`config.mk`:
```
export PLATFORM = sky130hd
export DESIGN_NAME = apb_master_arbiter
export DESIGN_NICKNAME = d
export VERILOG_FILES = /design/src/rtl/apb_master_arbiter.sv
export SDC_FILE = /design/constraint.sdc
export NUM_CORES = 1
export LEC_CHECK = 0
export BUFFER_PORTS_ARGS = -buffer_cell sky130_fd_sc_hd__clkbuf_2
export CORE_MARGIN = 2
export CORE_UTILIZATION = 45
export DETAILED_ROUTE_END_ITERATION = 10
export MAX_ROUTING_LAYER = met4
export PLACE_DENSITY = 0.81
export SLEW_MARGIN = 20
export SYNTH_ARGS = -nofsm -noshare
export SYNTH_HDL_FRONTEND = slang
export SYNTH_SLANG_ARGS = --single-unit
```
`constraint.sdc`:
```
create_clock -name clk -period 2.5 [get_ports clk]
set_input_delay 0.125 -clock clk [delete_from_list [all_inputs] [get_ports clk]]
set_output_delay 0.125 -clock clk [all_outputs]
set_load 0.02 [all_outputs]
```
`src/rtl/apb_master_arbiter.sv`:
```
// apb_master_arbiter: round-robin sharing of one APB master port with a PREADY watchdog
module apb_master_arbiter #(
  parameter int NUM_REQ    = 2,
  parameter int PADDR_SIZE = 32,
  parameter int PDATA_SIZE = 32,
  parameter int TIMEOUT    = 16
) (
  input  logic                              clk,
  input  logic                              rst,
  input  logic [NUM_REQ-1:0]                req_valid,
  output logic [NUM_REQ-1:0]                req_ready,
  input  logic [NUM_REQ*PADDR_SIZE-1:0]     req_addr,
  input  logic [NUM_REQ-1:0]                req_write,
  input  logic [NUM_REQ*PDATA_SIZE-1:0]     req_wdata,
  input  logic [NUM_REQ*(PDATA_SIZE/8)-1:0] req_strb,
  output logic [NUM_REQ-1:0]                rsp_valid,
  output logic [PDATA_SIZE-1:0]             rsp_rdata,
  output logic                              rsp_err,
  output logic                              PSEL,
  output logic                              PENABLE,
  output logic [PADDR_SIZE-1:0]             PADDR,
  output logic                              PWRITE,
  output logic [PDATA_SIZE/8-1:0]           PSTRB,
  output logic [PDATA_SIZE-1:0]             PWDATA,
  input  logic [PDATA_SIZE-1:0]             PRDATA,
  input  logic                              PREADY,
  input  logic                              PSLVERR
);
  localparam int IW = $clog2(NUM_REQ);
  localparam int SW = PDATA_SIZE / 8;
  localparam int CW = TIMEOUT > 0 ? $clog2(TIMEOUT + 1) : 1;
  typedef enum logic [1:0] {IDLE, SETUP, ACCESS} state_t;
  state_t        state;
  logic [IW-1:0] last_gnt, gnt, idx;
  logic          any, wd_hit;
  logic [CW-1:0] wd_cnt;
  always_comb begin
    gnt = last_gnt;
    any = 1'b0;
    idx = '0;
    for (int k = 1; k <= NUM_REQ; k++) begin
      idx = IW'((int'(last_gnt) + k) % NUM_REQ);
      if (!any && req_valid[idx]) begin
        gnt = idx;
        any = 1'b1;
      end
    end
  end
  assign req_ready = (rst && state == IDLE && any) ? NUM_REQ'(1) << gnt : '0;
  assign wd_hit = (TIMEOUT != 0) && (int'(wd_cnt) == TIMEOUT - 1);
  always_ff @(posedge clk or negedge rst) begin
    if (!rst) begin
      state     <= IDLE;
      last_gnt  <= IW'(NUM_REQ - 1);
      wd_cnt    <= '0;
      PSEL      <= 1'b0;
      PENABLE   <= 1'b0;
      PADDR     <= '0;
      PWRITE    <= 1'b0;
      PSTRB     <= '0;
      PWDATA    <= '0;
      rsp_valid <= '0;
      rsp_rdata <= '0;
      rsp_err   <= 1'b0;
    end else begin
      rsp_valid <= '0;
      case (state)
        IDLE: if (any) begin
          state    <= SETUP;
          last_gnt <= gnt;
          wd_cnt   <= '0;
          PSEL     <= 1'b1;
          PADDR    <= req_addr[gnt*PADDR_SIZE +: PADDR_SIZE];
          PWRITE   <= req_write[gnt];
          PWDATA   <= req_wdata[gnt*PDATA_SIZE +: PDATA_SIZE];
          PSTRB    <= req_write[gnt] ? req_strb[gnt*SW +: SW] : '0;
        end
        SETUP: begin
          state   <= ACCESS;
          PENABLE <= 1'b1;
        end
        ACCESS: if (PREADY || wd_hit) begin
          state     <= IDLE;
          PSEL      <= 1'b0;
          PENABLE   <= 1'b0;
          rsp_valid <= NUM_REQ'(1) << last_gnt;
          rsp_rdata <= (PREADY && !PWRITE) ? PRDATA : '0;
          rsp_err   <= PREADY ? PSLVERR : 1'b1;
        end else if (TIMEOUT != 0) wd_cnt <= wd_cnt + 1'b1;
        default: state <= IDLE;
      endcase
    end
  end
endmodule

```
==> results.txt <==
Critical path start-end classification = flop to flop
Commonest non-fill, non-tap cell in the layout = clkbuf_2
Crit Reg-Reg Endpoint = PADDR[11]
Routability-driven placement congestion ratio = 0.7652
Syn avg cell area = 10.10 µm²
VDD IR-drop max = 0.6917 mV
Final core occ = 72.75%
Reg-to-reg startpoint = last_gnt
Worst Setup EP = PADDR[11]
Largest net degree at the start of global routing = 85
Root Buffer = clkbuf_16
Setup Skew = 5.981 ps
FILL cells = 719
H-Tree Depth = 4
Clk sink count = 114
DIE AREA = 12180 µm²
Setup tns final = 0 ps
Final period utilization = 92.00%
Nets = 1038
GR Overflow Total = 0
Hold Path Class = primary input to flop
Area Overhead vs Synth = 56.22%
Final Instance Area = 7955 µm²
Fmax = 434.8 MHz
Pleak = 4.287 nW
HP Start = req_wdata[56]
Syn nets = 682
CP Max Fanout = 31
Routed length per instance = 16.76 µm
CP peak stage delay = 600 ps
Post-DRT Antenna Nets = 0
Worst Path Required = 2770 ps
Dpl cells = 900
Non-filler instance count after layout = 1011
Layout cells sized above 1 = 37.20%
Unrepaired setup endpoints after global routing = no
Clock Latency Late Sink = 400 ps
DRT Pass-1 Iters = 5
Postcts setup bufs = 0
Post-Syn Instances = 504
Area share of the largest cell type after synthesis = 55.53%
CTS tree = yes
Worst Hold Depth = 3
Initial antenna violation count = 0
Total number of vias = 5117
Synth area leaders = dfrtp_1 (56%), mux2i_1 (14%), nand2_1 (11%), o21ai_1 (7.5%), o21ai_0 (3.0%)
Seq/Total Area, Yosys = 56.04%
CP arrival = 2570 ps
Post-synth EDFFs = 0
Fin crit period = 2300 ps
Num rows = 38
Vias in the first global route = 5146
Slew Limit Fails = 0
Synth Flop Type = dfrtp_1
Synth warn = 0
Dpl cell area = 6555 µm²
Die Ht = 110.4 µm
CP Cell Sequence = nor2b_1 -> a21oi_4 -> buf_6 -> mux2i_1 -> dlygate4sd3_1 -> o21ai_1
Run status = complete, no violations
Final setup fails = 0
Setup crit end kind = flop
Slew margin rel. = 52.72%
CTS max path bufs = 2
Port Buffers = 283
I/O Pins = 284
Critical Path Source Type = flop
Total CTS buffers = 17
Area leader, netlist = dfrtp_1
Worst Tran Pin Value = 709.3 ps
Clock-pin slew on the worst setup and hold paths = 50 ps
Number of antenna repair diodes = 0
Most frequent cells in the layout = clkbuf_2 (282), nand2_1 (145), dfrtp_1 (113)
Worst R2R Path Depth = 6
Ys async rst share = 100.0%
Post-synthesis cell area = 5092 µm²
Starting Density = 46.57%
Max Cap Viol = 0
Yosys reg bits = 114
Pwr dens = 1253 nW/µm²
CP max stage cell = dlygate4sd3_1
Iteration-0 DRC Markers = 301
Flop-to-flop setup slack = 200 ps
Chip width = 110.4 µm
Final Hold Vio Count = 0
GRT Total Usage = 28.17%
Synth cell types = 28
DPL Wire Length = 10940 µm
Worst setup startpoint = last_gnt
First-pass GRT wire length = 24740 µm
DR DRC count = 0
Core area = 10940 µm²
Vias per cell = 5.061
Power Total = 0.009969 W
Final WL = 16950 µm
## state kept, by name, indices dropped and copies added, names as in the netlist, 2 cells and up
name	flops
PADDR	32
wd_cnt	5
PSTRB	4
PWDATA	32
rsp_rdata	32
rsp_valid	2
state	2
## per-layer routing
layer | vias up | GRT usage (%) | part of all wire [%]
met3 | 35 | 8.407 | 8.4
li1 | 2407 | - | -
met5 | - | - | 0
met1 | 2402 | 29.54 | 36
met4 | 0 | 10.71 | 2.2
met2 | 273 | 49.91 | 53
## cell families (layout without fill, tap and decap cells)
group	after synthesis	in the layout	synth area share (%)
fa+ha+maj	2	2	0.4913
xor+xnor	1	1	0.1720
mux	69	69	13.56
flops	114	114	56.04
simple gates	167	167	13.24
compound gates	112	112	11.20
buf+inv	39	406	5.282
## per-stage QoR
stage	hold WS (ps)	worst slack (ps)
6_report	5.933	200.0
5_1_grt	2.182	94.80
4_1_cts	0.1621	170.7
3_5_place_dp	103.4	402.7
3_3_place_gp	94.40	569.1
2_1_floorplan	-170.6	685.7
## worst max-delay path, delay by kind of cell, from the launching register on
kind | cells | cell delay, ps
buffers and inverters | 2 | 950
flip-flops | 1 | 590
multiplexers | 1 | 270
AO/OA/AOI/OAI | 2 | 230
AND/OR/NAND/NOR | 1 | 100
## synth_stat cells, types with 3 or more instances
cell type  count
nand2_1      146
clkbuf_2       3
o21ai_1       76
dfrtp_1      113
buf_8          7
a21oi_1        3
buf_6          3
and2_1         4
buf_2          8
clkbuf_1      11
inv_1          5
nor2_1         6
o21ai_0       31
mux2i_1       69
## area by class of cell
| class | instances | area [µm²] | area share (%) |
|---|---|---|---|
| Sequential cell | 114 | 2854 | 35.88 |
| Tap cell | 140 | 175.2 | 2.202 |
| Timing Repair Buffer | 371 | 2323 | 29.21 |
| Inverter | 5 | 18.77 | 0.2359 |
| Multi-Input combinational cell | 351 | 1998 | 25.12 |
| Clock buffer | 27 | 543.0 | 6.826 |
| Clock inverter | 3 | 42.54 | 0.5348 |
## report_power, final
group,internal (W),total [W],switching (W)
Clock,0.00156,0.00234,0.000774
Sequential,0.00271,0.00322,0.000512
Combinational,0.00158,0.00441,0.00284
Total,0.00585,0.00997,0.00412
## what timing repair did
action,CTS,global route
endpoints found under the hold margin,91,0
hold buffers,81,0
resized for setup,0,1
setup endpoints to repair,0,1
## worst min path at each step
stage,end,slack (ps)
after floorplan,PADDR[0],-170
after global placement,wd_cnt[3],90
after detailed placement,wd_cnt[2],100
after CTS,PADDR[15],0.2
after global routing,PWDATA[2],2
final,PWDATA[24],6
(Power assumes the default switching activity.)
